[config.mk]
export PLATFORM = sky130hd
export DESIGN_NAME = fifo_tx_drain
export DESIGN_NICKNAME = d
export VERILOG_FILES = /design/src/rtl/fifo_tx_drain_pkg.sv /design/src/rtl/fifo_tx_drain.sv
export SDC_FILE = /design/constraint.sdc
export NUM_CORES = 1
export LEC_CHECK = 0
export ABC_AREA = 0
export CAP_MARGIN = 5
export CELL_PAD_IN_SITES_DETAIL_PLACEMENT = 1
export CELL_PAD_IN_SITES_GLOBAL_PLACEMENT = 1
export CORE_AREA = 2 2 70 72
export DETAILED_ROUTE_END_ITERATION = 10
export DIE_AREA = 0 0 72 74
export PLACE_DENSITY_LB_ADDON = 0.2
export SLEW_MARGIN = 5
export SYNTH_ARGS = -nofsm -noshare
export SYNTH_HDL_FRONTEND = slang
export SYNTH_SLANG_ARGS = --single-unit
export TNS_END_PERCENT = 10
[constraint.sdc]
create_clock -name clk -period 1.28 [get_ports clk]
set_input_delay 0.32 -clock clk [delete_from_list [all_inputs] [get_ports clk]]
set_output_delay 0.32 -clock clk [all_outputs]
set_load 0.02 [all_outputs]
[src/rtl/fifo_tx_drain_pkg.sv]
// ============================================================================
// Module  : fifo_tx_drain_pkg
// Brief   : Shared state encoding for the FIFO-to-UART drain engine.
// Rev     : 1.0
// ============================================================================
`default_nettype none

package fifo_tx_drain_pkg;

    typedef enum logic [1:0] {
        ST_IDLE      = 2'b00,
        ST_ISSUE     = 2'b01,
        ST_WAIT_RISE = 2'b10,
        ST_WAIT_FALL = 2'b11
    } state_t;

endpackage

`default_nettype wire

[src/rtl/fifo_tx_drain.sv]
// ============================================================================
// Module  : fifo_tx_drain
// Brief   : Pops async-FIFO words one at a time and hands each to the UART TX,
//           pacing on the TX busy cycle; counts sent words, flags TX timeouts.
// Rev     : 1.0
// ============================================================================
`default_nettype none

module fifo_tx_drain
    import fifo_tx_drain_pkg::*;
#(
    parameter int DATA_WIDTH   = 8,
    parameter int BUSY_TIMEOUT = 16,
    parameter int CNT_WIDTH    = 16
) (
    input  logic                  clk,
    input  logic                  rst,
    input  logic                  i_enable,
    input  logic                  i_fifo_empty,
    input  logic [DATA_WIDTH-1:0] i_fifo_rd_data,
    output logic                  o_fifo_r_inc,
    input  logic                  i_tx_busy,
    output logic [DATA_WIDTH-1:0] o_tx_p_data,
    output logic                  o_tx_data_valid,
    input  logic                  i_clr_err,
    output logic [CNT_WIDTH-1:0]  o_tx_cnt,
    output logic                  o_timeout_err
);

    localparam int                  c_to_width = $clog2(BUSY_TIMEOUT);
    localparam logic [c_to_width-1:0] c_to_last = c_to_width'(BUSY_TIMEOUT - 1);

    state_t                  r_state,     w_state;
    logic [c_to_width-1:0]   r_to_cnt,    w_to_cnt;
    logic [DATA_WIDTH-1:0]   r_tx_p_data, w_tx_p_data;
    logic                    r_fifo_r_inc, w_fifo_r_inc;
    logic                    r_tx_valid,  w_tx_valid;
    logic [CNT_WIDTH-1:0]    r_tx_cnt,    w_tx_cnt;
    logic                    r_timeout_err, w_timeout_err;
    logic                    w_set_err;

    always_ff @(posedge clk or posedge rst) begin
        if (rst) begin
            r_state       <= ST_IDLE;
            r_to_cnt      <= '0;
            r_tx_p_data   <= '0;
            r_fifo_r_inc  <= 1'b0;
            r_tx_valid    <= 1'b0;
            r_tx_cnt      <= '0;
            r_timeout_err <= 1'b0;
        end else begin
            r_state       <= w_state;
            r_to_cnt      <= w_to_cnt;
            r_tx_p_data   <= w_tx_p_data;
            r_fifo_r_inc  <= w_fifo_r_inc;
            r_tx_valid    <= w_tx_valid;
            r_tx_cnt      <= w_tx_cnt;
            r_timeout_err <= w_timeout_err;
        end
    end

    always_comb begin
        w_state      = r_state;
        w_to_cnt     = r_to_cnt;
        w_tx_p_data  = r_tx_p_data;
        w_fifo_r_inc = 1'b0;
        w_tx_valid   = 1'b0;
        w_tx_cnt     = r_tx_cnt;
        w_set_err    = 1'b0;

        case (r_state)
            ST_IDLE: begin
                // Pop and start TX in the same edge; data stays held until the next pop.
                if (i_enable && !i_fifo_empty && !i_tx_busy) begin
                    w_tx_p_data  = i_fifo_rd_data;
                    w_fifo_r_inc = 1'b1;
                    w_tx_valid   = 1'b1;
                    w_state      = ST_ISSUE;
                end
            end
            ST_ISSUE: begin
                w_to_cnt = '0;
                w_state  = ST_WAIT_RISE;
            end
            ST_WAIT_RISE: begin
                if (i_tx_busy) begin
                    w_state = ST_WAIT_FALL;
                end else if (r_to_cnt == c_to_last) begin
                    w_set_err = 1'b1;
                    w_state   = ST_IDLE;
                end else begin
                    w_to_cnt = r_to_cnt + c_to_width'(1);
                end
            end
            ST_WAIT_FALL: begin
                if (!i_tx_busy) begin
                    w_tx_cnt = r_tx_cnt + CNT_WIDTH'(1);
                    w_state  = ST_IDLE;
                end
            end
            default: w_state = ST_IDLE;
        endcase

        // A fresh timeout takes priority over a same-cycle clear.
        if (w_set_err) begin
            w_timeout_err = 1'b1;
        end else if (i_clr_err) begin
            w_timeout_err = 1'b0;
        end else begin
            w_timeout_err = r_timeout_err;
        end
    end

    assign o_fifo_r_inc    = r_fifo_r_inc;
    assign o_tx_data_valid = r_tx_valid;
    assign o_tx_p_data     = r_tx_p_data;
    assign o_tx_cnt        = r_tx_cnt;
    assign o_timeout_err   = r_timeout_err;

endmodule

`default_nettype wire
=== Word level (Yosys, flattened, before mapping) ===
Cells that the tools add are included.

* Register bits: 32
* Bits of input ports: 14
* Output and inout bits: 27
* Logic and storage cells: 44

* $add $sub $neg: 2
* Eq/ne operators: 9
* Mux-type cells: 15
* Bitwise operators: 1
* Reductions and logical operators: 11

{| class="wikitable"
|+ Operator list
! operator !! number
|-
| $add 16x1->16 const B || 1
|-
| $mux 2 || 4
|-
| $mux 4 || 2
|-
| $ne 2x2->1 const B || 4
|-
| $pmux 2 s4 || 1
|-
| $pmux 4 s2 || 1
|-
| $mux 1 || 7
|-
| $reduce_and 3->1 || 2
|-
| $add 4x1->4 const B || 1
|-
| $eq 2x2->1 const B || 2
|-
| $eq 4x4->1 const B || 1
|-
| $reduce_and 2->1 || 2
|-
| $reduce_bool 2->1 || 2
|-
| $ne 3x3->1 const B || 1
|-
| $eq 2x1->1 const B || 1
|-
| $logic_and 1x1->1 || 2
|-
| $logic_not 1->1 || 2
|-
| $logic_not 2->1 || 1
|-
| $not 1->1 || 1
|}

=== Logic depth before layout (Yosys ltp) ===
* Depth after elaboration: 5
* Gate-level depth with buffers: 5
* Mapped depth without buffers: 5

=== Worst setup path after synthesis ===
No wires, ideal clock.

* Kind: reg-to-reg
* From: register r_tx_cnt[0], in the netlist o_tx_cnt[0]
* To: register r_tx_cnt[10], in the netlist o_tx_cnt[10]
* Library setup time: 0.080 ns
* Data arrival time: 1.370 ns
* Data required time: 1.200 ns
* Path slack: -0.170 ns
* Cell stages (with the launch flop): 6
* Path buffers: 0
* Clock period less this slack: 1.450 ns
* Cell sequence: dfrtp_1 > ha_1 > nand3_1 > or2_4 > nor3_2 > xor2_1

* Word-level cells in the longest chain between the ends: 1

{| class="wikitable"
|+ RTL lines
! item !! line !! RTL
|-
| from (decl) || fifo_tx_drain.sv:38 || <nowiki>logic [CNT_WIDTH-1:0] r_tx_cnt, w_tx_cnt;</nowiki>
|-
| from (signal assigned) || fifo_tx_drain.sv:57 || <nowiki>r_tx_cnt <= w_tx_cnt;</nowiki>
|-
| $add 16x1->16 || fifo_tx_drain.sv:97 || <nowiki>w_tx_cnt = r_tx_cnt + CNT_WIDTH'(1);</nowiki>
|}

Every way passes these cells.
A chain may end at the register's enable or synchronous reset.

=== Worst setup path in the final report ===
* From: register r_tx_cnt[1], in the netlist o_tx_cnt[1]
* To: register r_tx_cnt[10], in the netlist o_tx_cnt[10]

Same word-level chain as after synthesis.

==> flow_metrics.py <==
metrics = {
    "synth": {
        "synth.top_cell.area_share": 0.5719,
        "synthMuxAreaShare": 0.06434,
        "synthAdderAreaFrac": 0.01787,
        "synthFlopType": "dfrtp_1",
        "synthMostInstantiatedCell": "dfrtp_1",
        "synth_xor_area_frac": 0.09383,
        "async_flop_share": 1.000,
        "avgSynthCellArea_um2": 11.67,
        "synth.distinct_cells": 30,
        "synth_seq_cells": 32,
        "syn_inst": 120,
        "synth-compound-area-share": 0.04290,
        "yosys_warnings": 0,
        "synth_common_cells": "dfrtp_1, nand2_1, xnor2_1, nand3_1, mux2_1",
        "syn_nets": 136,
        "seq_area_frac_synth": 0.5719,
        "synth_edf_count": 0,
        "synthTopCellsByArea": "dfrtp_1, xnor2_1, mux2_1",
        "yosys.area_share.simple": 0.1814,
        "synth_area_um2": 1400,
        "synth_top_family_by_area": "simple AND/OR/NAND/NOR gates",
        "yosys.area.top_type": "dfrtp_1",
    },
    "outcome": {
        "status": "finished, violations left",
        "violations": "negative setup slack",
    },
    "power_and_ir_drop": {
        "power_density_nw_per_um2": 1679,
        "ir_drop_mv": 0.7987,
        "p_leak_uw": 0.001125,
    },
    "detailed_routing": {
        "drtIter0Drc": 37,
        "finalWirelength_um": 3788,
        "via_per_inst": 4.682,
        "wire_per_inst_um": 14.85,
        "drtAntennaViolNets": 0,
        "drt_pre_antenna_iters": 3,
        "remaining_drc_errors": 0,
        "num_vias": 1194,
    },
    "die": {
        "core_area_um2": 4598,
        "fp.dieArea_um2": 5328,
        "start_util": 0.3045,
        "die_x_um": 72,
        "io_pins": 41,
        "die_y_um": 74,
        "rows": 25,
    },
    "clocking": {
        "ctsHoldBuffers": 0,
        "cts_root_buf": "clkbuf_8",
        "cts_buffers": 5,
        "insertion_delay_ps": 290,
        "clock_path_buffers": 2,
        "cts_num_sinks": 32,
        "cts_tree": "built",
        "h-tree-depth": 2,
        "path_clk_slew_ps": 60,
    },
    "sta": {
        "hold_violations": 0,
        "worstMarginPinSlew_ps": 216.3,
        "grt_setup_unrepaired": "yes",
        "period_share": 1.041,
        "fin_crit_ps": 1332,
        "drv_slew": 0,
        "fmax_ghz": 0.7505,
        "setup_viol": 11,
        "fin_tns_setup_ps": -210.4,
        "relSlewSlack": 0.8546,
        "fin_ws_ps": -52.38,
        "fin_skew_ps": 7.178,
    },
    "global_routing": {
        "grt_start_max_net_pins": 33,
        "grt_pass1_wl_um": 6196,
        "grt_pass1_vias": 1299,
        "track_usage": 0.1553,
        "grt_antenna_before_repair": 0,
        "overflow": 0,
    },
    "layout": {
        "finish.utilization": 0.4950,
        "n_antenna_cell": 0,
        "nets": 216,
        "final_area_um2": 2276,
        "layout-drive-gt1-share": 0.4876,
        "syn2layout_area_growth_pct": 62.56,
    },
    "placement": {
        "hpwl_um": 2793,
        "globalplace.congestion": 0.7622,
        "io_buffers": 40,
        "post_dp_cell_area_um2": 2133,
    },
    "job": {
        "cap_violations": 0,
    },
    "critical_path": {
        "critPathMaxFanout": 4,
        "arrival_ps": 1540,
        "cp-end-kind": "flip-flop",
        "critical_path_class": "reg2reg",
        "critPathLaunchType": "flip-flop",
        "rrSetupSlack_ps": -50,
        "required_ps": 1480,
    },
    "min_path": {
        "hp-class": "in2async",
    },
}
## final cells by class
type,count,area (um2)
multi-input combinational,80,658.1
clock buffer,8,90.09
tap,54,67.56
inverter,5,18.77
sequential,32,808.3
fill,499,2322
timing repair buffer,76,633.1
## per-stage QoR
step | std cells | total power, uW | setup slack, ps | hold WS [ps]
6_report | 255 | 3820 | -52.38 | 367.6
3_3_place_gp | 243 | 2879 | -433.5 | 475.3
4_1_cts | 252 | 3724 | -45.56 | 379.5
3_5_place_dp | 243 | 2962 | -462.9 | 486.3
5_1_grt | 255 | 4048 | -129.9 | 395.2
2_1_floorplan | 120 | 2129 | -62.90 | 428.5
## where the power goes
group | switching (uW) | leakage (uW) | internal (uW)
clock | 368 | 0.0000455 | 438
combinational | 741 | 0.000667 | 807
sequential | 198 | 0.000412 | 1270
total | 1310 | 0.00113 | 2510
## routing by layer
| layer | global-route usage | routed length (um) |
|---|---|---|
| met4 | 0.05660 | 56 |
| met3 | 0.04472 | 151 |
| met5 | 0 | 0 |
| met1 | 0.1720 | 1491 |
| met2 | 0.2850 | 2089 |
## cells in the final DEF (no fill, tap or decap), types with 2 or more instances in the layout
master            n
a21oi_1           2
buf_12            2
buf_2            13
buf_4            32
clkbuf_1          2
clkbuf_2          6
clkbuf_8          6
clkdlybuf4s15_2   8
clkdlybuf4s50_1  11
dfrtp_1          26
dfrtp_2           6
inv_1             5
mux2_4            8
nand2_1          13
nand3_1           9
nand4_1           3
nor2_1            2
nor2_2            3
nor2_4            2
nor3_1            2
nor3_4            2
o21ai_0           3
xnor2_1          12
xor2_1            3
## worst paths after layout
path	from	to	depth (start not counted)
max	o_tx_cnt[1]	o_tx_cnt[10]	5
min	rst	o_timeout_err	3
max reg2reg	o_tx_cnt[1]	o_tx_cnt[10]	5
min reg2reg	o_tx_p_data[3]	o_tx_p_data[3]	1
max in group asynchronous	rst	o_tx_cnt[0]	3
min in group clk	o_tx_p_data[3]	o_tx_p_data[3]	1
## sequential cells by signal, summed over array words and instances, names as in the netlist
signal           cells
r_state              2
o_tx_p_data          8
o_tx_data_valid      1
o_timeout_err        1
r_to_cnt             4
o_tx_cnt            16
## worst max-delay path: stages, from the launching register on
cell     delay, ps
dfrtp_2        410
ha_4           140
nand3_1        130
or2_4          290
nor3_4         130
xor2_1         160
## cell families after synthesis
family,after synthesis
compound gates,10
xor+xnor,15
fa+ha+maj,2
buf+inv,8
flops,32
mux,8
simple gates,45
## what timing repair did
item,4_1_cts,5_1_grt
setup buffers,1,2
pin swaps,5,8
gates cloned,0,1
endpoints found under the setup margin,49,34
endpoints found under the hold margin,0,0
gates resized for setup,90,27
(Power assumes the default switching activity.)
